[src/rtl/mixer_nch.sv]
// mixer_nch: N-channel weighted sample mixer.
// Samples and gains are written into staging registers at any time. A start
// request copies the staging set into working registers. The block then
// accumulates sample*gain one channel per cycle, scales the sum down by
// LEVEL_W bits and clips it to OUT_W bits.
//
// Ports:
//   i_clock     - sole clock, rising edge
//   i_reset_n   - asynchronous active-low reset
//   i_sample    - sample data for a staging load
//   i_load      - write i_sample into staging channel i_load_ch
//   i_load_ch   - staging sample channel index (out-of-range ignored)
//   i_level     - gain data for a staging gain write
//   i_level_we  - write i_level into staging channel i_level_ch
//   i_level_ch  - staging gain channel index (out-of-range ignored)
//   i_start     - request one mix pass (honoured only when idle)
//   o_busy      - mix pass in progress
//   o_valid     - one-cycle pulse when o_output/o_sat are updated
//   o_output    - registered, clipped mix result
//   o_sat       - last result was clipped
module mixer_nch #(
  parameter int unsigned SAMPLE_W = 8,
  parameter int unsigned NUM_CH   = 4,
  parameter int unsigned LEVEL_W  = 3,
  parameter int unsigned OUT_W    = 12,
  localparam int unsigned CH_W    = (NUM_CH <= 2) ? 1 : $clog2(NUM_CH)
) (
  input  logic                i_clock,
  input  logic                i_reset_n,
  input  logic [SAMPLE_W-1:0] i_sample,
  input  logic                i_load,
  input  logic [CH_W-1:0]     i_load_ch,
  input  logic [LEVEL_W-1:0]  i_level,
  input  logic                i_level_we,
  input  logic [CH_W-1:0]     i_level_ch,
  input  logic                i_start,
  output logic                o_busy,
  output logic                o_valid,
  output logic [OUT_W-1:0]    o_output,
  output logic                o_sat
);

  // NUM_CH <= 2**CH_W, so the sum of NUM_CH full-scale products fits.
  localparam int unsigned ACC_W = SAMPLE_W + LEVEL_W + CH_W;
  // Compare width for clipping: at least one bit wider than OUT_W.
  localparam int unsigned EXT_W = (ACC_W > OUT_W) ? ACC_W : OUT_W + 1;
  localparam logic [CH_W-1:0] LAST_CH = CH_W'(NUM_CH - 1);

  typedef enum logic [1:0] {IDLE, ACCUM, DONE} state_t;

  state_t state, next_state;

  logic [SAMPLE_W-1:0] stage_sample [NUM_CH];
  logic [LEVEL_W-1:0]  stage_level  [NUM_CH];
  logic [SAMPLE_W-1:0] work_sample  [NUM_CH];
  logic [LEVEL_W-1:0]  work_level   [NUM_CH];
  logic [ACC_W-1:0]    acc;
  logic [CH_W-1:0]     idx;
  logic [ACC_W-1:0]    prod;
  logic [EXT_W-1:0]    result;
  logic [EXT_W-1:0]    out_max;

  always_comb begin
    prod    = ACC_W'(work_sample[idx]) * ACC_W'(work_level[idx]);
    result  = EXT_W'(acc >> LEVEL_W);
    out_max = {{(EXT_W-OUT_W){1'b0}}, {OUT_W{1'b1}}};
  end

  // State register
  always_ff @(posedge i_clock or negedge i_reset_n) begin
    if (!i_reset_n) state <= IDLE;
    else            state <= next_state;
  end

  // Next-state logic
  always_comb begin
    next_state = state;
    case (state)
      IDLE:    if (i_start) next_state = ACCUM;
      ACCUM:   if (idx == LAST_CH) next_state = DONE;
      DONE:    next_state = IDLE;
      default: next_state = IDLE;
    endcase
  end

  // Output logic
  always_comb begin
    o_busy = (state != IDLE);
  end

  // Datapath
  always_ff @(posedge i_clock or negedge i_reset_n) begin
    if (!i_reset_n) begin
      for (int unsigned c = 0; c < NUM_CH; c++) begin
        stage_sample[c] <= '0;
        stage_level[c]  <= '0;
        work_sample[c]  <= '0;
        work_level[c]   <= '0;
      end
      acc      <= '0;
      idx      <= '0;
      o_valid  <= 1'b0;
      o_output <= '0;
      o_sat    <= 1'b0;
    end else begin
      o_valid <= 1'b0;

      // Index compare against every real channel; indices >= NUM_CH never match.
      for (int unsigned c = 0; c < NUM_CH; c++) begin
        if (i_load && (i_load_ch == CH_W'(c)))
          stage_sample[c] <= i_sample;
        if (i_level_we && (i_level_ch == CH_W'(c)))
          stage_level[c] <= i_level;
      end

      case (state)
        IDLE: begin
          if (i_start) begin
            // Snapshot uses pre-edge staging, so a same-edge load lands only in staging.
            for (int unsigned c = 0; c < NUM_CH; c++) begin
              work_sample[c] <= stage_sample[c];
              work_level[c]  <= stage_level[c];
            end
            acc <= '0;
            idx <= '0;
          end
        end
        ACCUM: begin
          acc <= acc + prod;
          idx <= (idx == LAST_CH) ? '0 : idx + CH_W'(1);
        end
        DONE: begin
          o_valid <= 1'b1;
          if (result > out_max) begin
            o_output <= '1;
            o_sat    <= 1'b1;
          end else begin
            o_output <= result[OUT_W-1:0];
            o_sat    <= 1'b0;
          end
        end
        default: ;
      endcase
    end
  end

endmodule

[config.mk]
export PLATFORM = sky130hd
export DESIGN_NAME = mixer_nch
export DESIGN_NICKNAME = d
export VERILOG_FILES = /design/src/rtl/mixer_nch.sv
export SDC_FILE = /design/constraint.sdc
export NUM_CORES = 1
export LEC_CHECK = 0
export CORE_AREA = 10 10 108 110
export DETAILED_ROUTE_END_ITERATION = 10
export DIE_AREA = 0 0 118 120
export HOLD_SLACK_MARGIN = 0.03
export MAX_ROUTING_LAYER = met4
export PLACE_DENSITY = 0.84
export SKIP_CTS_REPAIR_TIMING = 1
export SYNTH_ARGS = -nofsm -noshare
export SYNTH_HDL_FRONTEND = slang
export SYNTH_SLANG_ARGS = --single-unit
export TNS_END_PERCENT = 5
[constraint.sdc]
create_clock -name i_clock -period 9.7 [get_ports i_clock]
set_input_delay 0.97 -clock i_clock [delete_from_list [all_inputs] [get_ports i_clock]]
set_output_delay 0.97 -clock i_clock [all_outputs]
set_load 0.05 [all_outputs]
==> reports/results.txt, run 1 <==
initial antenna violation count = 0
Final Util = 70.0%
Core Box Area = 9550 µm²
Slew @ Worst Pin = 0.899 ns
DRT Pass-1 Iters = 5
Total Routed Length = 11400 µm
Most used DFF post-synth = dfrtp_1
status = finished, final reports clean
height of the chip = 120 µm
Mapped Cells = 539
Post-Syn Area per Cell = 10.7 µm²
Die Area = 14200 µm²
clock network fraction of total power = 21.6%
sequential-to-total area share from yosys stat = 50.5%
clk buf depth = 2
Via Count = 3898
sequential cell area = 2900 µm²
Hold Path Class = in2async
Synth area leaders = dfrtp_1 51%, nand2_1 10%, mux2_2 9.0%, fa_1 5.2%, mux4_2 4.3%
Clock transition at path regs = 0.06 ns
diode count = 0
die outline width = 118 µm
antenna viol nets, final = 0
# DRC = 0
Vias/cell = 5.46
unrepaired setup endpoints after global routing = no
vias in the first global route = 4203
most frequent cells in the layout = 159 x nand2_1, 116 x dfrtp_1, 46 x mux2_2, 43 x inv_1, 30 x clkdlybuf4s50_1
crit path DAT = 4.81 ns
Hold Fails Final Rpt = 0
initial core utilization = 60.2%
CTS H-tree lvls = 4
I/O pin count = 35
setup ws final = 5.35 ns
global-route wire length before repair = 19800 µm
nets = 622
Final setup viols = 0
Rows = 36
fraction of power consumed by sequential logic = 28.8%
max_cap viols = 0
sw frac = 41.4%
Synth Warn # = 0
dpl ws = 5.41 ns
area delta synth->final = 16.4%
Tcrit/Tclk final = 44.9%
Logic pwr share = 49.6%
number of synthesized register bits = 116
reg2reg setup slack = 5.35 ns
max-slew violations = 0
Pint = 1.58 mW
Leak Pwr = 3.22 nW
Worst-Skew Late Latency = 0.52 ns
CTS tree = built
largest area contributor in the netlist = dfrtp_1
Slew HR = 40.0%
routed len/inst = 16.0 µm
net switching power = 1.12 mW
filler instances = 703
top cell type's share of synthesized area = 50.5%
Post-synth EDFFs = 0
port buffer count = 31
Starting DRT DRC Count = 297
root buf cell = clkbuf_8
CP max FO = 14
Worst VDD drop = 0.202 mV
Setup crit end kind = flip-flop
post-layout minimum cycle time = 4.35 ns
largest net degree at the start of global routing = 77
most common cell after layout, fill and taps aside = nand2_1
PwrDens = 405 nW/µm²
fmax = 230 MHz
clk sinks = 116
critical path data required time = 10.15 ns
Reg2Reg Depth = 12
Overflow after GRT = 0
area of the multi-input gates = 2580 µm²
Num CTS Buffers = 17
clk_skew = 0.0161 ns
Mapped Area = 5740 µm²
GP Congestion = 0.891
share of layout cells above drive strength 1 = 16.7%
post-DP HPWL = 7760 µm
synth unique cells = 47
type of origin of the critical path = flip-flop
setup_tns = 0 ns
Total Routing Usage GR = 17.5%
post-synthesis async set-or-reset flop share = 100%
CP Class = reg2reg
-- cell type report --
cell class / count / area share, %
flip-flops and latches: 116 / 43.4
multi-input cells: 360 / 38.6
clock buffers: 23 / 6.98
repair buffers: 34 / 4.94
well taps: 133 / 2.49
inverters: 43 / 2.41
clock inverters: 5 / 1.16
-- metrics by stage --
| step | instance area, µm² | hold slack, ns | power [mW] | std cells |
|---|---|---|---|---|
| after floorplan | 5750 | 0.433 | 1.79 | 541 |
| after global placement | 6140 | 0.448 | 2.00 | 686 |
| after detailed placement | 6140 | 0.450 | 2.08 | 686 |
| after CTS | 6690 | 0.431 | 2.71 | 714 |
| after global routing | 6690 | 0.456 | 2.91 | 714 |
| final | 6690 | 0.425 | 2.70 | 714 |
-- power by group through the flow --
stage	sequential [mW]	combinational [mW]	clock, mW
2_1_floorplan	0.811	0.977	0
3_3_place_gp	0.774	1.23	0
3_5_place_dp	0.786	1.30	0
4_1_cts	0.781	1.34	0.591
5_1_grt	0.801	1.50	0.612
6_report	0.780	1.34	0.584
-- state kept, by name, summed over array words and instances, names as in the netlist --
signal / flops
acc: 13
idx: 2
o_output: 10
o_valid: 1
stage_level: 12
stage_sample: 32
state: 2
work_level: 12
work_sample: 32
-- worst max-delay path: stages (launching register included) --
cell and delay, ns:
dfrtp_1 0.82, mux4_2 0.68, and2_1 0.19, fa_1 0.53, inv_1 0.05, fa_1 0.49, inv_1 0.04, ha_1 0.37
a21oi_2 0.11, o21ai_2 0.17, a31oi_2 0.17, or4_1 0.53, nand3_1 0.13
-- cells in the mapped netlist (all sizes together) (7+ instances only) --
cell type,instances
o21ai,16
ha,15
a21oi,7
nand2,160
inv,43
nand3,16
buf,14
mux2,46
and2,23
fa,15
dfrtp,116
mux4,11
clkbuf,8
-- cells by family after synthesis --
kind of cell | Yosys count | share of synthesized area [%]
mux | 58 | 13.5
compound gates | 41 | 4.79
buf+inv | 65 | 4.70
other cells | 1 | 0.0653
xor+xnor | 4 | 0.610
flops | 116 | 50.5
simple gates | 224 | 17.3
fa+ha+maj | 30 | 8.49
-- per-layer routing --
layer | GRT usage [%] | share of wire [%] | vias up
met5 | - | 0 | -
met4 | 8.19 | 2.4 | 0
met3 | 4.64 | 5.5 | 26
met2 | 28.6 | 49 | 123
met1 | 19.9 | 43 | 1916
li1 | - | - | 1833
-- path summary, 6_finish.rpt --
check / from / to
min in group i_clock: stage_sample[1]$_DFFE_PN0P_ / work_sample[1]$_DFFE_PN0P_
worst max-delay path: idx[0]$_DFFE_PN0P_ / acc[11]$_DFFE_PN0P_
worst min-delay path: i_reset_n / o_output[4]$_DFFE_PN0P_
worst max register to register: idx[0]$_DFFE_PN0P_ / acc[11]$_DFFE_PN0P_
max in group asynchronous: i_reset_n / stage_sample[22]$_DFFE_PN0P_
worst min register to register: stage_sample[1]$_DFFE_PN0P_ / work_sample[1]$_DFFE_PN0P_
Note: power is estimated with default switching activity, not from simulation.
==> run 2, diff against run 1 <==
--- a/config.mk
+++ b/config.mk
@@ -5,12 +5,12 @@
 export SDC_FILE = /design/constraint.sdc
 export NUM_CORES = 1
 export LEC_CHECK = 0
-export CORE_AREA = 10 10 108 110
+export CORE_AREA = 10 10 110 112
 export DETAILED_ROUTE_END_ITERATION = 10
-export DIE_AREA = 0 0 118 120
+export DIE_AREA = 0 0 120 122
 export HOLD_SLACK_MARGIN = 0.03
 export MAX_ROUTING_LAYER = met4
-export PLACE_DENSITY = 0.84
+export PLACE_DENSITY = 0.81
 export SKIP_CTS_REPAIR_TIMING = 1
 export SYNTH_ARGS = -nofsm -noshare
 export SYNTH_HDL_FRONTEND = slang
==> constraint.sdc (replaced) <==
create_clock -name i_clock -period 4.12 [get_ports i_clock]
set_input_delay 0.412 -clock i_clock [delete_from_list [all_inputs] [get_ports i_clock]]
set_output_delay 0.412 -clock i_clock [all_outputs]
set_load 0.05 [all_outputs]
==> run 2 against run 1 <==
Against the previous run:
- worst hold slack improved by 0.047 ns
- non-clock buffer count increased by 4
- fmax is 9.1% higher
==> reports/results.txt, run 2 (same netlist as run 1, synthesis figures left out) <==
unrepaired setup endpoints after global routing = no
Via Count = 3944 (+1.2%)
Die Area = 14600 µm² (+3.4%)
height of the chip = 122 µm (+1.7%)
crit path DAT = 4.37 ns (-0.44 ns)
fmax = 250 MHz (+9.1%)
Final setup viols = 0 (unchanged)
post-DP HPWL = 7600 µm (-2.1%)
setup ws final = 0.128 ns (-5.22 ns)
DRT Pass-1 Iters = 7 (+2)
Rows = 37 (+2.8%)
nets = 626 (+0.64%)
dpl ws = 0.269 ns (-5.14 ns)
biggest registers after layout = stage_sample (32), work_sample (32), acc (13)
total power = 6.44 mW (+140%)
share of layout cells above drive strength 1 = 18.3% (+1.6 points)
Post-Route Hold Slack = 0.472 ns (+0.0470 ns)
Final Util = 67.3% (-2.7 points)
type of origin of the critical path = flip-flop
Slew @ Worst Pin = 1.18 ns (+0.281 ns)
Slew HR = 21.3% (-19 points)
antenna viol nets, final = 0 (unchanged)
placed instance area = 6170 µm² (+0.43%)
Leak Pwr = 3.26 nW (+1.1%)
clk sinks = 116 (unchanged)
Overflow after GRT = 0 (unchanged)
port buffer count = 31 (unchanged)
largest net degree at the start of global routing = 73 (-5.2%)
global-route met3 utilization = 4.67% (+0.030 points)
die outline width = 120 µm (+1.7%)
vias in the first global route = 4163 (-0.95%)
Num CTS Buffers = 17 (unchanged)
Vias/cell = 5.44 (-0.36%)
post-placement cell count = 692 (+0.87%)
Starting DRT DRC Count = 276 (-7.1%)
Worst VDD drop = 0.480 mV (+140%)
Final Non-Filler Cells = 725 (+1.5%)
max_cap viols = 0 (unchanged)
clk_skew = 0.00710 ns (-0.00901 ns)
Worst-Skew Late Latency = 0.52 ns (about the same)
most frequent cells in the layout = 159 x nand2_1, 116 x dfrtp_1, 46 x mux2_2, 43 x inv_1, 30 x clkdlybuf4s50_1
CTS tree = built
GR Util met2 = 29.5% (+0.92 points)
initial core utilization = 57.2% (-3.0 points)
Core Box Area = 10000 µm² (+5.2%)
critical path data required time = 4.50 ns (-5.65 ns)
Clock transition at path regs = 0.06 ns (about the same)
post-route cell area = 6760 µm² (+1.1%)
CP Class = reg2reg
Total Routed Length = 12000 µm (+5.0%)
global routing usage on met1 = 20.5% (+0.58 points)
gr busiest metal = met2
area delta synth->final = 17.7%
CP max FO = 9 (-5)
setup_tns = 0 ns (unchanged)
most common cell after layout, fill and taps aside = nand2_1
PwrDens = 952 nW/µm² (+140%)
root buf cell = clkbuf_8
# DRC = 0 (unchanged)
global-route wire length before repair = 20400 µm (+2.9%)
Hold Path Class = reg2reg
Setup crit end kind = flip-flop
post-layout minimum cycle time = 3.99 ns (-0.363 ns)
GP Congestion = 0.883 (-0.85%)
Hold Fails Final Rpt = 0 (unchanged)
max-slew violations = 0 (unchanged)
diode count = 0 (unchanged)
routed len/inst = 16.5 µm (+3.4%)
CTS H-tree lvls = 4 (unchanged)
I/O pin count = 35 (unchanged)
clk buf depth = 2 (unchanged)
initial antenna violation count = 0 (unchanged)
filler instances = 740 (+5.3%)
status = finished, final reports clean
Tcrit/Tclk final = 96.9% (+52 points)
Total Routing Usage GR = 17.8% (+0.30 points)
-- run 2: cell count changes in the layout (fill, tap and decap cells not counted), sizes merged --
cell	delta
buf	+3
clkinv	+5
inv	+3
dlygate4sd3	+1
clkbuf	-5
clkinvlp	+1
-- run 2: layout make-up --
| type | count | area [µm²] | share of cell area, % |
|---|---|---|---|
| Clock buffer | 18 | 428 | 6.33 |
| Clock inverter | 14 | 151 | 2.24 |
| Inverter | 43 | 161 | 2.39 |
| Multi-Input combinational cell | 360 | 2590 | 38.2 |
| Sequential cell | 116 | 2900 | 42.9 |
| Tap cell | 136 | 170 | 2.52 |
| Timing Repair Buffer | 38 | 363 | 5.37 |
-- run 2: report_power, final --
part	switching, mW	leakage [nW]	internal (mW)
Sequential	0.244	1.42	1.56
Clock	0.545	0.282	0.881
Combinational	1.91	1.56	1.29
-- run 2: worst max-delay path: stages, from the launching register on --
cell and delay [ns]:
dfrtp_1 0.34, buf_4 0.22, mux4_2 0.56, and2_1 0.20
fa_1 0.53, inv_1 0.05, fa_1 0.49, inv_1 0.04
ha_1 0.38, a21oi_1 0.30, o21ai_2 0.12, a31oi_2 0.34
or4_1 0.18, nand3_1 0.09
-- run 2: layer usage --
layer / vias to the layer above / part of all wire [%]
li1: 1858 / -
met1: 1957 / 43
met2: 110 / 51
met3: 19 / 4.6
met4: 0 / 1.5
met5: - / 0
-- run 2: path summary, 6_finish.rpt --
check,start,to,slack (ns),cells after the start
worst max-delay path,idx[0]$_DFFE_PN0P_,acc[11]$_DFFE_PN0P_,0.13,13
worst min-delay path,stage_level[0]$_DFFE_PN0P_,work_level[0]$_DFFE_PN0P_,0.47,2
worst max register to register,idx[0]$_DFFE_PN0P_,acc[11]$_DFFE_PN0P_,0.13,13
worst min register to register,stage_level[0]$_DFFE_PN0P_,work_level[0]$_DFFE_PN0P_,0.47,2
max in group asynchronous,i_reset_n,work_level[9]$_DFFE_PN0P_,2.87,3
min in group asynchronous,i_reset_n,stage_sample[1]$_DFFE_PN0P_,0.52,3
